File: config.mk
export PLATFORM = sky130hd
export DESIGN_NAME = puf_resp_seq
export DESIGN_NICKNAME = d
export VERILOG_FILES = /design/src/rtl/puf_resp_seq.sv
export SDC_FILE = /design/constraint.sdc
export NUM_CORES = 1
export LEC_CHECK = 0
export CAP_MARGIN = 20
export CORE_MARGIN = 10
export CORE_UTILIZATION = 26
export DETAILED_ROUTE_END_ITERATION = 8
export GPL_TIMING_DRIVEN = 1
export SKIP_LAST_GASP = 1
export SLEW_MARGIN = 10
export SYNTH_ARGS = -nofsm -noshare
export SYNTH_HDL_FRONTEND = slang
export SYNTH_SLANG_ARGS = --single-unit
File: constraint.sdc
create_clock -name clk -period 2.6 [get_ports clk]
set_clock_uncertainty 0.15 [all_clocks]
set_input_delay 0.52 -clock clk [delete_from_list [all_inputs] [get_ports clk]]
set_output_delay 0.52 -clock clk [all_outputs]
set_load 0.005 [all_outputs]
File: src/rtl/puf_resp_seq.sv
// rtl/puf_resp_seq.sv - Ring-oscillator PUF response sequencer: measure, compare and pack N_BITS response bits.
module puf_resp_seq #(
    parameter int WIN_CYCLES    = 1024,
    parameter int SETTLE_CYCLES = 4,
    parameter int N_BITS        = 16,
    parameter int CW            = 16
) (
    input  logic              clk,
    input  logic              rst_n,
    input  logic              start,
    input  logic [4:0]        challenge_base,
    output logic              osc_ena,
    output logic              cnt_clr,
    output logic [4:0]        challenge,
    input  logic [CW-1:0]     count1,
    input  logic [CW-1:0]     count2,
    output logic [N_BITS-1:0] resp,
    output logic              resp_valid,
    input  logic              resp_ready,
    output logic              busy,
    output logic              tie
);

    localparam int TMAX = (WIN_CYCLES > SETTLE_CYCLES) ? WIN_CYCLES : SETTLE_CYCLES;
    localparam int TW   = $clog2(TMAX + 1);
    localparam logic [4:0] IDX_LAST = 5'(N_BITS - 1);

    typedef enum logic [2:0] {
        IDLE,
        CLEAR,
        MEASURE,
        SETTLE,
        COMPARE,
        DONE
    } state_t;

    state_t        state;
    state_t        state_nxt;
    logic [TW-1:0] tmr;
    logic [4:0]    idx;

    always_comb begin
        state_nxt = state;
        unique case (state)
            IDLE:    if (start) state_nxt = CLEAR;
            CLEAR:   state_nxt = MEASURE;
            MEASURE: if (tmr == '0) state_nxt = SETTLE;
            SETTLE:  if (tmr == '0) state_nxt = COMPARE;
            COMPARE: state_nxt = (idx == IDX_LAST) ? DONE : CLEAR;
            DONE:    if (resp_ready) state_nxt = IDLE;
            default: state_nxt = IDLE;
        endcase
    end

    // Outputs are registered from the next state so they line up with the state they describe.
    always_ff @(posedge clk) begin
        if (rst_n) begin
            state      <= IDLE;
            tmr        <= '0;
            idx        <= '0;
            osc_ena    <= 1'b0;
            cnt_clr    <= 1'b0;
            challenge  <= '0;
            resp       <= '0;
            resp_valid <= 1'b0;
            busy       <= 1'b0;
            tie        <= 1'b0;
        end else begin
            state      <= state_nxt;
            osc_ena    <= (state_nxt == MEASURE);
            cnt_clr    <= (state_nxt == CLEAR);
            busy       <= (state_nxt != IDLE);
            resp_valid <= (state_nxt == DONE);

            case (state)
                IDLE: begin
                    if (start) begin
                        challenge <= challenge_base;
                        idx       <= '0;
                        resp      <= '0;
                        tie       <= 1'b0;
                    end
                end
                CLEAR: tmr <= TW'(WIN_CYCLES - 1);
                MEASURE: begin
                    if (tmr == '0) tmr <= TW'(SETTLE_CYCLES - 1);
                    else           tmr <= tmr - 1'b1;
                end
                SETTLE: begin
                    if (tmr != '0) tmr <= tmr - 1'b1;
                end
                COMPARE: begin
                    // resp is cleared at start, so OR-ing in the new bit is enough; ties give 0.
                    resp <= resp | (N_BITS'(count1 > count2) << idx);
                    tie  <= tie | (count1 == count2);
                    if (idx != IDX_LAST) begin
                        idx       <= idx + 5'd1;
                        challenge <= challenge + 5'd1;
                    end
                end
                default: ;
            endcase
        end
    end

endmodule

==> results of run 1 <==
-- through the flow --
stage                     hold WS, ns  setup TNS [ns]  total power, uW  util (%)  cell area (um^2)
after floorplan                0.3137               0             1108         -              2506
after global placement         0.2975          -5.119             1289     36.39              3395
after detailed placement       0.3043          -5.282             1302     36.39              3395
after CTS                      0.3283               0             1760     37.48              3496
after global routing           0.3434       -0.002649             1883     38.77              3616
final                          0.3205               0             1763     38.77              3616
-- logic make-up after synthesis --
kind of cell	share of synthesized area (%)
buf+inv	5.742
fa+ha+maj	9.985
simple gates	21.52
mux	1.248
xor+xnor	0.6991
compound gates	24.86
flops	35.95
-- final cells by class --
class,count,area [um^2]
Inverter,24,90.09
Clock buffer,5,68.82
Timing Repair Buffer,82,798.3
Clock inverter,3,25.02
Sequential cell,45,900.9
Fill cell,951,5712
Multi-Input combinational cell,208,1572
Tap cell,129,161.4
-- critical path: cells and delay by family --
family,cells,cell delay [ns]
adder cells (fa/ha/maj),1,0.31
AO/OA/AOI/OAI,4,1.18
AND/OR/NAND/NOR,1,0.09
buffers and inverters,2,0.49
-- worst paths after layout --
path              slack (ns)  endpoint  depth (start not counted)
setup / recovery        0.04   resp[9]                          8
hold / removal          0.32   resp[1]                          1
setup reg to reg        0.24    tmr[8]                          7
hold reg to reg         0.32   resp[1]                          1
-- power breakdown --
group	switching, uW	internal [uW]
registers	56.3	733
logic	247	271
clock network	262	194
-- layout by cell type, fill, tap and decap left out, types with 2 or more instances in the layout --
master / count
clkdlybuf4s50_1: 59
dfxtp_1: 45
nor2_1: 27
inv_1: 21
a21oi_1: 19
a32o_1: 16
buf_4: 16
ha_1: 15
nand2_1: 12
a211oi_1: 9
o21ai_0: 7
nor2b_1: 7
nor3_1: 7
dlymetal6s2s_1: 7
and2_1: 6
and3_1: 5
nand4_1: 5
a21o_1: 5
nand3_1: 5
nor4_1: 5
ha_4: 5
clkbuf_8: 5
nand2b_1: 4
a31o_2: 4
inv_2: 3
o21a_1: 3
a211oi_2: 2
or3b_1: 2
nor4_2: 2
o31a_4: 2
o21ai_1: 2
a311oi_1: 2
a31oi_1: 2
or2_2: 2
or4_4: 2
xnor2_1: 2
mux2i_1: 2
a22oi_1: 2
-- routing by layer --
layer  routed length [um]  vias to the layer above
met4                   54                        0
li1                     -                     1235
met3                  422                        6
met5                    0                        -
met1                 3278                     1147
met2                 3558                       51
-- registers in the layout, summed over array words and instances (netlist names) --
signal      count
idx             5
state           3
resp           16
tie             1
resp_valid      1
tmr            11
busy            1
osc_ena         1
cnt_clr         1
challenge       5
-- what timing repair did --
item	CTS	global route
resized for setup	1	21
endpoints found under the setup margin	12	16
cloned	0	1
pin swaps	0	9
==> implementation parameters, run 1 <==
Parameter                              Value

Layout
  Fraction of final layout cells sized beyond drive strength 1 ... 14.17%
  Non-filler instance count after layout ... 496
  Area growth syn-to-layout ... 44.28%
  Net count of the finished layout ... 427
  Ant. Diodes ... 0

Worst setup path
  Worst setup path category ... in -> reg
  Data required, critical path ... 2.64 ns
  Timing startpoint of the critical path ... count2[2]
  Max Fanout on Critical Path ... 8
  Cell chain of the critical path ... clkdlybuf4s50_1, inv_1, ha_1, nand2_2, a211oi_2, o41a_1, o31a_4, a32o_1
  CP max stage cell ... o41a_1
  Worst r2r src ... tmr[0]
  Data arrival time of the worst path ... 2.60 ns
  Type of destination of the critical path ... register
  Stage delay of the slowest cell on the critical path ... 0.48 ns
  Launching element type of the critical path ... input pin

STA
  Maximum frequency from static timing analysis ... 390.6 MHz
  Final worst setup slack ... 0.03955 ns
  Shortest clock period the worst path allows after layout ... 2.560 ns
  Actual transition at the worst max-transition pin ... 0.5378 ns
  Worst slew slack as a fraction of its limit ... 63.77%
  Finish-stage setup viols ... 0
  Fin crit share ... 98.48%
  Final number of hold-violating endpoints ... 0
  Final Max Slew Viols ... 0

Outcome
  Result of the run ... finished, final reports clean

GRT
  Highest-utilization routing layer at the global route stage ... met2
  Antenna violations before repair ... 0
  Pin count of the biggest net entering global routing ... 21
  Overflow after GRT ... 0
  Vias in the first global route ... 2357
  Met1 layer usage reported by global route ... 11.68%
  Met3 Usage GRT ... 2.903%
  Global-route usage over all layers ... 9.459%
  First-pass GRT wire length ... 11410 um
  Met2 Usage GRT ... 15.92%

Clock network
  TritonCTS clock tree ... built
  Clock input transition at the sequential cells of the worst setup and hold paths ... 0.09 ns
  Root Driver ... clkbuf_8
  Clock buffer count from CTS ... 5
  Number of H-tree levels ... 2
  Hold Buf Count CTS ... 0
  Maximum buffer depth of the clock tree ... 2
  Latest clock arrival within the worst-skew pair ... 0.30 ns
  Number of clock sinks seen by CTS ... 45
  Post-CTS setup repair buffer count ... 0

Synth
  Fraction of registers with async set/reset ... 0%
  Post-synth top cells ... dfxtp_1, nor2_1, inv_1
  Synth Instances ... 288
  Leading area contributor after synthesis ... dfxtp_1
  Area fraction of the dominant cell type after synthesis ... 35.95%
  Syn_area_per_cell ... 8.702 um^2
  Unique masters post-synth ... 50
  Number of nets produced by synthesis ... 349
  Netlist Area Pre-Place ... 2506 um^2
  Synth warn ... 0
  Primary flip-flop cell chosen by synthesis mapping ... dfxtp_1
  Post-synth EDFFs ... 0
  Dominant cells by area after synthesis ... dfxtp_1, ha_1, a32o_1
  Flop and latch count out of synthesis ... 45
  Most repeated cell in the gate-level netlist after synthesis ... dfxtp_1
  Sequential area share after synthesis ... 35.95%

Floorplan
  DIE WIDTH ... 118.2 um
  CORE AREA ... 9328 um^2
  Total die area ... 13970 um^2
  Number of placement rows ... 35
  Chip height ... 118.2 um
  Number of primary I/O pins ... 67
  Starting Density ... 26.87%

Routing
  Number of optimization iterations in the first detailed-route pass ... 4
  DRC violation count after routing ... 0
  Post-detailed-routing wire length ... 7313 um
  Violation count after the first detailed-routing iteration ... 89
  Total vias in the final route ... 2439
  Routed via count divided by cell count ... 4.917
  Remaining number of nets flagged by the antenna check after routing ... 0
  Routed len/inst ... 14.74 um

Place
  Total of buffers placed on input and output ports ... 66
  Worst setup slack before clock tree synthesis ... -0.3512 ns
  Dpl hpwl ... 5458 um
  Cells after DPL ... 487
  Routability congestion estimate from global placement ... 0.7585

Pwr
  Maximum ir drop on the vdd rail ... 0.0002908 V
  Leakage power ... 0.001467 uW
  Power per cell area ... 487.6 nW/um^2

Run
  Max Cap Violations ... 0

Min path
  Worst Hold Launch ... resp[1]
  Path category of the worst min-delay check ... reg -> reg
Note: power is estimated with default switching activity, not from simulation.
==> run 2, diff against run 1 <==
--- a/config.mk
+++ b/config.mk
@@ -7,7 +7,7 @@
 export LEC_CHECK = 0
 export CAP_MARGIN = 20
 export CORE_MARGIN = 10
-export CORE_UTILIZATION = 26
+export CORE_UTILIZATION = 35
 export DETAILED_ROUTE_END_ITERATION = 8
 export GPL_TIMING_DRIVEN = 1
 export SKIP_LAST_GASP = 1
==> constraint.sdc (replaced) <==
create_clock -name clk -period 2.9 [get_ports clk]
set_clock_uncertainty 0.15 [all_clocks]
set_input_delay 0.58 -clock clk [delete_from_list [all_inputs] [get_ports clk]]
set_output_delay 0.58 -clock clk [all_outputs]
set_load 0.005 [all_outputs]
==> run 2 against run 1 <==
  * Global-route usage rose by 2.1 points
  * Die area is 22% lower
  * Final cell count down 8.5%
  * Sequential power is 9.8% lower
  * Power shrank 7.0%
  * Wire length decreased by 8.5%
  * Critical path type unchanged
  * Final area decreased by 5.6%
  * Largest cell class unchanged
==> implementation parameters, run 2 (synthesis gave the netlist of run 1 again) <==
Parameter                              Value

Outcome
  Result of the run ... finished, final reports clean

Floorplan
  DIE WIDTH ... 104.6 um
  CORE AREA ... 6869 um^2
  Number of placement rows ... 30
  Chip height ... 104.6 um
  Starting Density ... 36.48%
  Total die area ... 10950 um^2
  Number of primary I/O pins ... 67

Clock network
  Number of clock sinks seen by CTS ... 45
  TritonCTS clock tree ... built
  Clock input transition at the sequential cells of the worst setup and hold paths ... 0.08 ns
  Hold Buf Count CTS ... 0
  Post-CTS setup repair buffer count ... 0
  Latest clock arrival within the worst-skew pair ... 0.29 ns
  Clock buffer count from CTS ... 5
  Maximum buffer depth of the clock tree ... 2
  CTS resizes ... 0
  Number of H-tree levels ... 2
  Root Driver ... clkbuf_8

Routing
  Routed len/inst ... 14.74 um
  Number of optimization iterations in the first detailed-route pass ... 5
  Highest metal layer with signal wires ... met4
  Post-detailed-routing wire length ... 6693 um
  Violation count after the first detailed-routing iteration ... 101
  Routed met1 length ... 3388 um
  Total vias in the final route ... 2350
  Wire length on met3 ... 274 um
  Detail Route met2 WL ... 2983 um
  Remaining number of nets flagged by the antenna check after routing ... 0
  Routed via count divided by cell count ... 5.176
  DRC violation count after routing ... 0

Layout
  Register bank with the most flops ... resp
  Final-layout fill cell count ... 716
  Area growth syn-to-layout ... 36.20%
  Ant. Diodes ... 0
  Total non-filler cell area in the finished layout ... 3413 um^2
  Largest registers in the final layout ... resp: 16 flops, tmr: 11 flops
  Net count of the finished layout ... 418
  Top library cells by usage in the layout, fill and taps aside ... clkdlybuf4s50_1, dfxtp_1, nor2_1
  Fraction of final layout cells sized beyond drive strength 1 ... 8.380%
  Number of flip-flops under the largest register name ... 16
  Leading cell type in the layout, fill and taps excluded ... clkdlybuf4s50_1

STA
  Final number of hold-violating endpoints ... 0
  Setup Total Neg Slack ... 0 ns
  Maximum frequency from static timing analysis ... 369.8 MHz
  Shortest clock period the worst path allows after layout ... 2.704 ns
  Fin crit share ... 93.24%
  Worst-case hold slack ... 0.3194 ns
  Final Max Slew Viols ... 0
  Unrepaired setup endpoints after global routing ... no
  Actual transition at the worst max-transition pin ... 0.7073 ns
  Finish-stage setup viols ... 0
  Worst slew slack as a fraction of its limit ... 52.85%

Pwr
  Power per cell area ... 480.5 nW/um^2
  Leakage power ... 0.001368 uW
  Maximum ir drop on the vdd rail ... 0.0003482 V

GRT
  Global-route usage over all layers ... 11.60%
  Pin count of the biggest net entering global routing ... 21
  Vias in the first global route ... 2211
  Antenna violations before repair ... 0
  Overflow after GRT ... 0
  First-pass GRT wire length ... 10890 um

Place
  Placed Area ... 3286 um^2
  Total of buffers placed on input and output ports ... 66
  Dpl hpwl ... 5089 um
  Routability congestion estimate from global placement ... 0.7627

Min path
  Path category of the worst min-delay check ... reg -> reg

Worst setup path
  Data arrival time of the worst path ... 2.74 ns
  Data required, critical path ... 2.94 ns
  Type of destination of the critical path ... register
  Max Fanout on Critical Path ... 16
  Launching element type of the critical path ... input pin
  Worst setup path category ... in -> reg

Run
  Max Cap Violations ... 0
## run 2: cell types whose count changed in the layout (fill, tap and decap cells not counted), moves of 5 or more
cell / before / now
clkdlybuf4s50_1: 59 / 66
ha_4: 5 / 0
dlymetal6s2s_1: 7 / 0
ha_1: 15 / 20
buf_4: 16 / 7
## run 2: area by class of cell
class                   count  area, um^2  share of cell area, %
repair buffers             74       720.7                  21.11
clock buffers               6       82.58                  2.419
inverters                  24       90.09                  2.639
well taps                  96       120.1                  3.519
multi-input cells         207        1461                  42.82
flip-flops and latches     45       900.9                  26.39
clock inverters             2       37.54                  1.100
## run 2: per-layer routing
metal  vias up  track usage, %
li1       1211               -
met1      1087           15.44
met2        48           18.53
met3         4           2.887
met4         0           2.353
met5         -               0
## run 2: final timing paths
kind / startpoint / to / slack (ns) / cells past startpoint
min reg2reg: resp[0] / resp[0] / 0.32 / 1
max reg2reg: tmr[0] / tmr[8] / 0.52 / 7
max: count2[5] / resp[0] / 0.20 / 8
min: resp[0] / resp[0] / 0.32 / 1
## run 2: critical path, cell delays in order
cell,delay (ns)
clkdlybuf4s50_1,0.45
inv_1,0.04
ha_1,0.28
nand4_1,0.14
a211oi_1,0.06
o41a_1,0.41
o31a_2,0.48
a32o_1,0.29
## run 2: report_power, final
group	switching [uW]	internal (uW)	total [uW]	leakage, uW
clock	218	280	499	0.0000574
sequential	55.0	657	712	0.000367
combinational	204	225	430	0.000944
## run 2: through the flow
stage	worst slack, ns	std cells	utilization, %	power, uW
detailed placement	-0.1224	445	47.83	1152
finish	0.1961	454	49.69	1640
floorplan	0.3849	288	-	993.0
global placement	-0.09227	445	47.83	1144
global route	0.1269	454	49.69	1742
CTS	0.1809	453	49.58	1653
==> run 3, diff against run 2 <==
--- a/config.mk
+++ b/config.mk
@@ -5,6 +5,7 @@
 export SDC_FILE = /design/constraint.sdc
 export NUM_CORES = 1
 export LEC_CHECK = 0
+export ABC_AREA = 1
 export CAP_MARGIN = 20
 export CORE_MARGIN = 10
 export CORE_UTILIZATION = 35
==> run 3 against run 2 <==
  * Sequential share of layout area rose by 0.087 points
  * Critical path depth grew 5
  * Non-clock buffer count decreased by 7
  * Combinational power decreased by 9.8%
  * Largest cell class unchanged
  * Highest routed layer unchanged
==> implementation parameters, run 3 <==
Parameter                              Value

Pwr
  Leakage power ... 0.001554 uW
  Power per cell area ... 431.1 nW/um^2
  Maximum ir drop on the vdd rail ... 0.0002870 V
  Overall power consumption ... 1467 uW

Synth
  Sequential area share after synthesis ... 35.04%
  Post-synth EDFFs ... 0
  Leading area contributor after synthesis ... dfxtp_1
  Most repeated cell in the gate-level netlist after synthesis ... nand2_1
  Syn_area_per_cell ... 7.083 um^2
  Unique masters post-synth ... 34
  Dominant cells by area after synthesis ... dfxtp_1, nand2_1, ha_1
  Synth Instances ... 363
  Primary flip-flop cell chosen by synthesis mapping ... dfxtp_1
  Number of nets produced by synthesis ... 424
  Synth warn ... 0
  Area fraction of the dominant cell type after synthesis ... 35.04%
  Fraction of registers with async set/reset ... 0%
  Netlist Area Pre-Place ... 2571 um^2
  Flop and latch count out of synthesis ... 45
  Post-synth top cells ... nand2_1, inv_1, dfxtp_1

Floorplan
  Total die area ... 11170 um^2
  Starting Density ... 35.64%
  Number of primary I/O pins ... 67
  Chip height ... 105.7 um
  DIE WIDTH ... 105.7 um
  CORE AREA ... 7214 um^2
  Number of placement rows ... 31

STA
  Maximum frequency from static timing analysis ... 431.4 MHz
  Actual transition at the worst max-transition pin ... 0.4994 ns
  Finish-stage setup viols ... 0
  Final Max Slew Viols ... 0
  Setup Total Neg Slack ... 0 ns
  Worst slew slack as a fraction of its limit ... 66.60%
  Fin crit share ... 79.93%
  Worst-case hold slack ... 0.3009 ns
  Unrepaired setup endpoints after global routing ... no
  Final number of hold-violating endpoints ... 0
  Shortest clock period the worst path allows after layout ... 2.318 ns

Layout
  Register bank with the most flops ... resp
  Ant. Diodes ... 0
  Top library cells by usage in the layout, fill and taps aside ... nand2_1, clkdlybuf4s50_1, inv_1
  Core Util, Final ... 47.16%
  Total non-filler cell area in the finished layout ... 3402 um^2
  Leading cell type in the layout, fill and taps excluded ... nand2_1
  Largest registers in the final layout ... resp: 16 flops, tmr: 11 flops
  Final-layout fill cell count ... 784
  Fraction of final layout cells sized beyond drive strength 1 ... 5.104%
  Net count of the finished layout ... 492
  Area growth syn-to-layout ... 32.31%
  Number of flip-flops under the largest register name ... 16

Routing
  Number of optimization iterations in the first detailed-route pass ... 4
  Total vias in the final route ... 2425
  Violation count after the first detailed-routing iteration ... 64
  Remaining number of nets flagged by the antenna check after routing ... 0
  Routed len/inst ... 12.04 um
  Post-detailed-routing wire length ... 6380 um
  Routed via count divided by cell count ... 4.575
  DRC violation count after routing ... 0

Clock network
  Maximum buffer depth of the clock tree ... 2
  Latest clock arrival within the worst-skew pair ... 0.29 ns
  CTS resizes ... 0
  Clock input transition at the sequential cells of the worst setup and hold paths ... 0.08 ns
  Number of H-tree levels ... 2
  Number of clock sinks seen by CTS ... 45
  Hold Buf Count CTS ... 0
  Root Driver ... clkbuf_8
  TritonCTS clock tree ... built
  Clock buffer count from CTS ... 5
  Post-CTS setup repair buffer count ... 0

GRT
  Pin count of the biggest net entering global routing ... 20
  Antenna violations before repair ... 0
  Vias in the first global route ... 2360
  First-pass GRT wire length ... 11150 um
  Global-route usage over all layers ... 11.66%
  Overflow after GRT ... 0

Outcome
  Result of the run ... finished, final reports clean

Place
  Dpl hpwl ... 5098 um
  Placed Area ... 3316 um^2
  Routability congestion estimate from global placement ... 0.7736
  Total of buffers placed on input and output ports ... 66

Worst setup path
  Most prevalent standard cell on the critical path ... nand2_1
  Stage delay of the slowest cell on the critical path ... 0.45 ns
  Max Fanout on Critical Path ... 4
  Type of destination of the critical path ... register
  Data required, critical path ... 2.99 ns
  Data arrival time of the worst path ... 2.41 ns
  Cell chain of the critical path ... clkdlybuf4s50_1, inv_1, ha_1, nand2_1, nor2_1, o21ai_1, nand3_1, nand2_1, nand2_1, nand3_1, nor2_1, nand3_1, nand2_1
  Launching element type of the critical path ... input pin
  Cell family contributing the most delay on the critical path ... simple AND/OR/NAND/NOR gates
  CP max stage cell ... clkdlybuf4s50_1
  Sum of buffers and inverters on the critical path ... 2
  Worst setup path category ... in -> reg

Min path
  Path category of the worst min-delay check ... reg -> reg

Run
  Max Cap Violations ... 0
## run 3: cell types whose count changed after synthesis, sizes merged, moves of 12 or more
cell and delta:
o21ai +21, nand2 +68, a32o -16, nand3 +21, inv +39, nor2 +12
## run 3: worst reg2reg max path: stages, from the launching register on
cell,delay (ns)
dfxtp_1,0.37
ha_1,0.22
inv_1,0.07
nor3_1,0.05
ha_1,0.20
o21ai_1,0.34
inv_1,0.21
o21ai_1,0.16
nand2_1,0.06
a31oi_1,0.13
## run 3: final timing paths
path                            cells after the start  slack (ns)  startpoint       end
worst max-delay path                               13        0.58   count2[7]  resp[14]
worst min-delay path                                2        0.30     resp[7]   resp[7]
worst max register to register                      9        0.85      idx[1]    idx[2]
worst min register to register                      2        0.30     resp[7]   resp[7]
## run 3: kinds of logic after synthesis
group	count (synthesis)	share of synthesized area (%)
AND/OR/NAND/NOR	167	29.15
AO/OA/AOI/OAI	52	11.63
XOR/XNOR	10	3.407
flip-flops	45	35.04
adder cells (fa/ha/maj)	20	9.732
buffers and inverters	69	11.05
## run 3: per-layer routing
metal | vias to the layer above | routed length (um) | GRT usage [%]
met5 | - | 0 | 0
met4 | 0 | 66 | 2.998
li1 | 1291 | - | -
met1 | 1075 | 3126 | 15.12
met3 | 7 | 404 | 3.898
met2 | 52 | 2782 | 18.11
## run 3: power breakdown
part	internal [uW]	switching [uW]	total, uW
clock network	189	203	393
logic	180	208	388
registers	656	29.5	686
## run 3: area by class of cell
cell class / count / area, um^2 / area share (%)
inverter: 63 / 236.5 / 6.951
clock buffer: 7 / 86.33 / 2.538
tap: 99 / 123.9 / 3.641
timing repair buffer: 67 / 668.1 / 19.64
multi-input combinational: 249 / 1386 / 40.75
sequential: 45 / 900.9 / 26.48
## run 3: per-stage QoR
stage / instances / worst slack, ns
2_1_floorplan: 363 / 0.9294
3_3_place_gp: 523 / 0.3069
3_5_place_dp: 523 / 0.2675
4_1_cts: 530 / 0.5731
5_1_grt: 530 / 0.3262
6_report: 530 / 0.5820
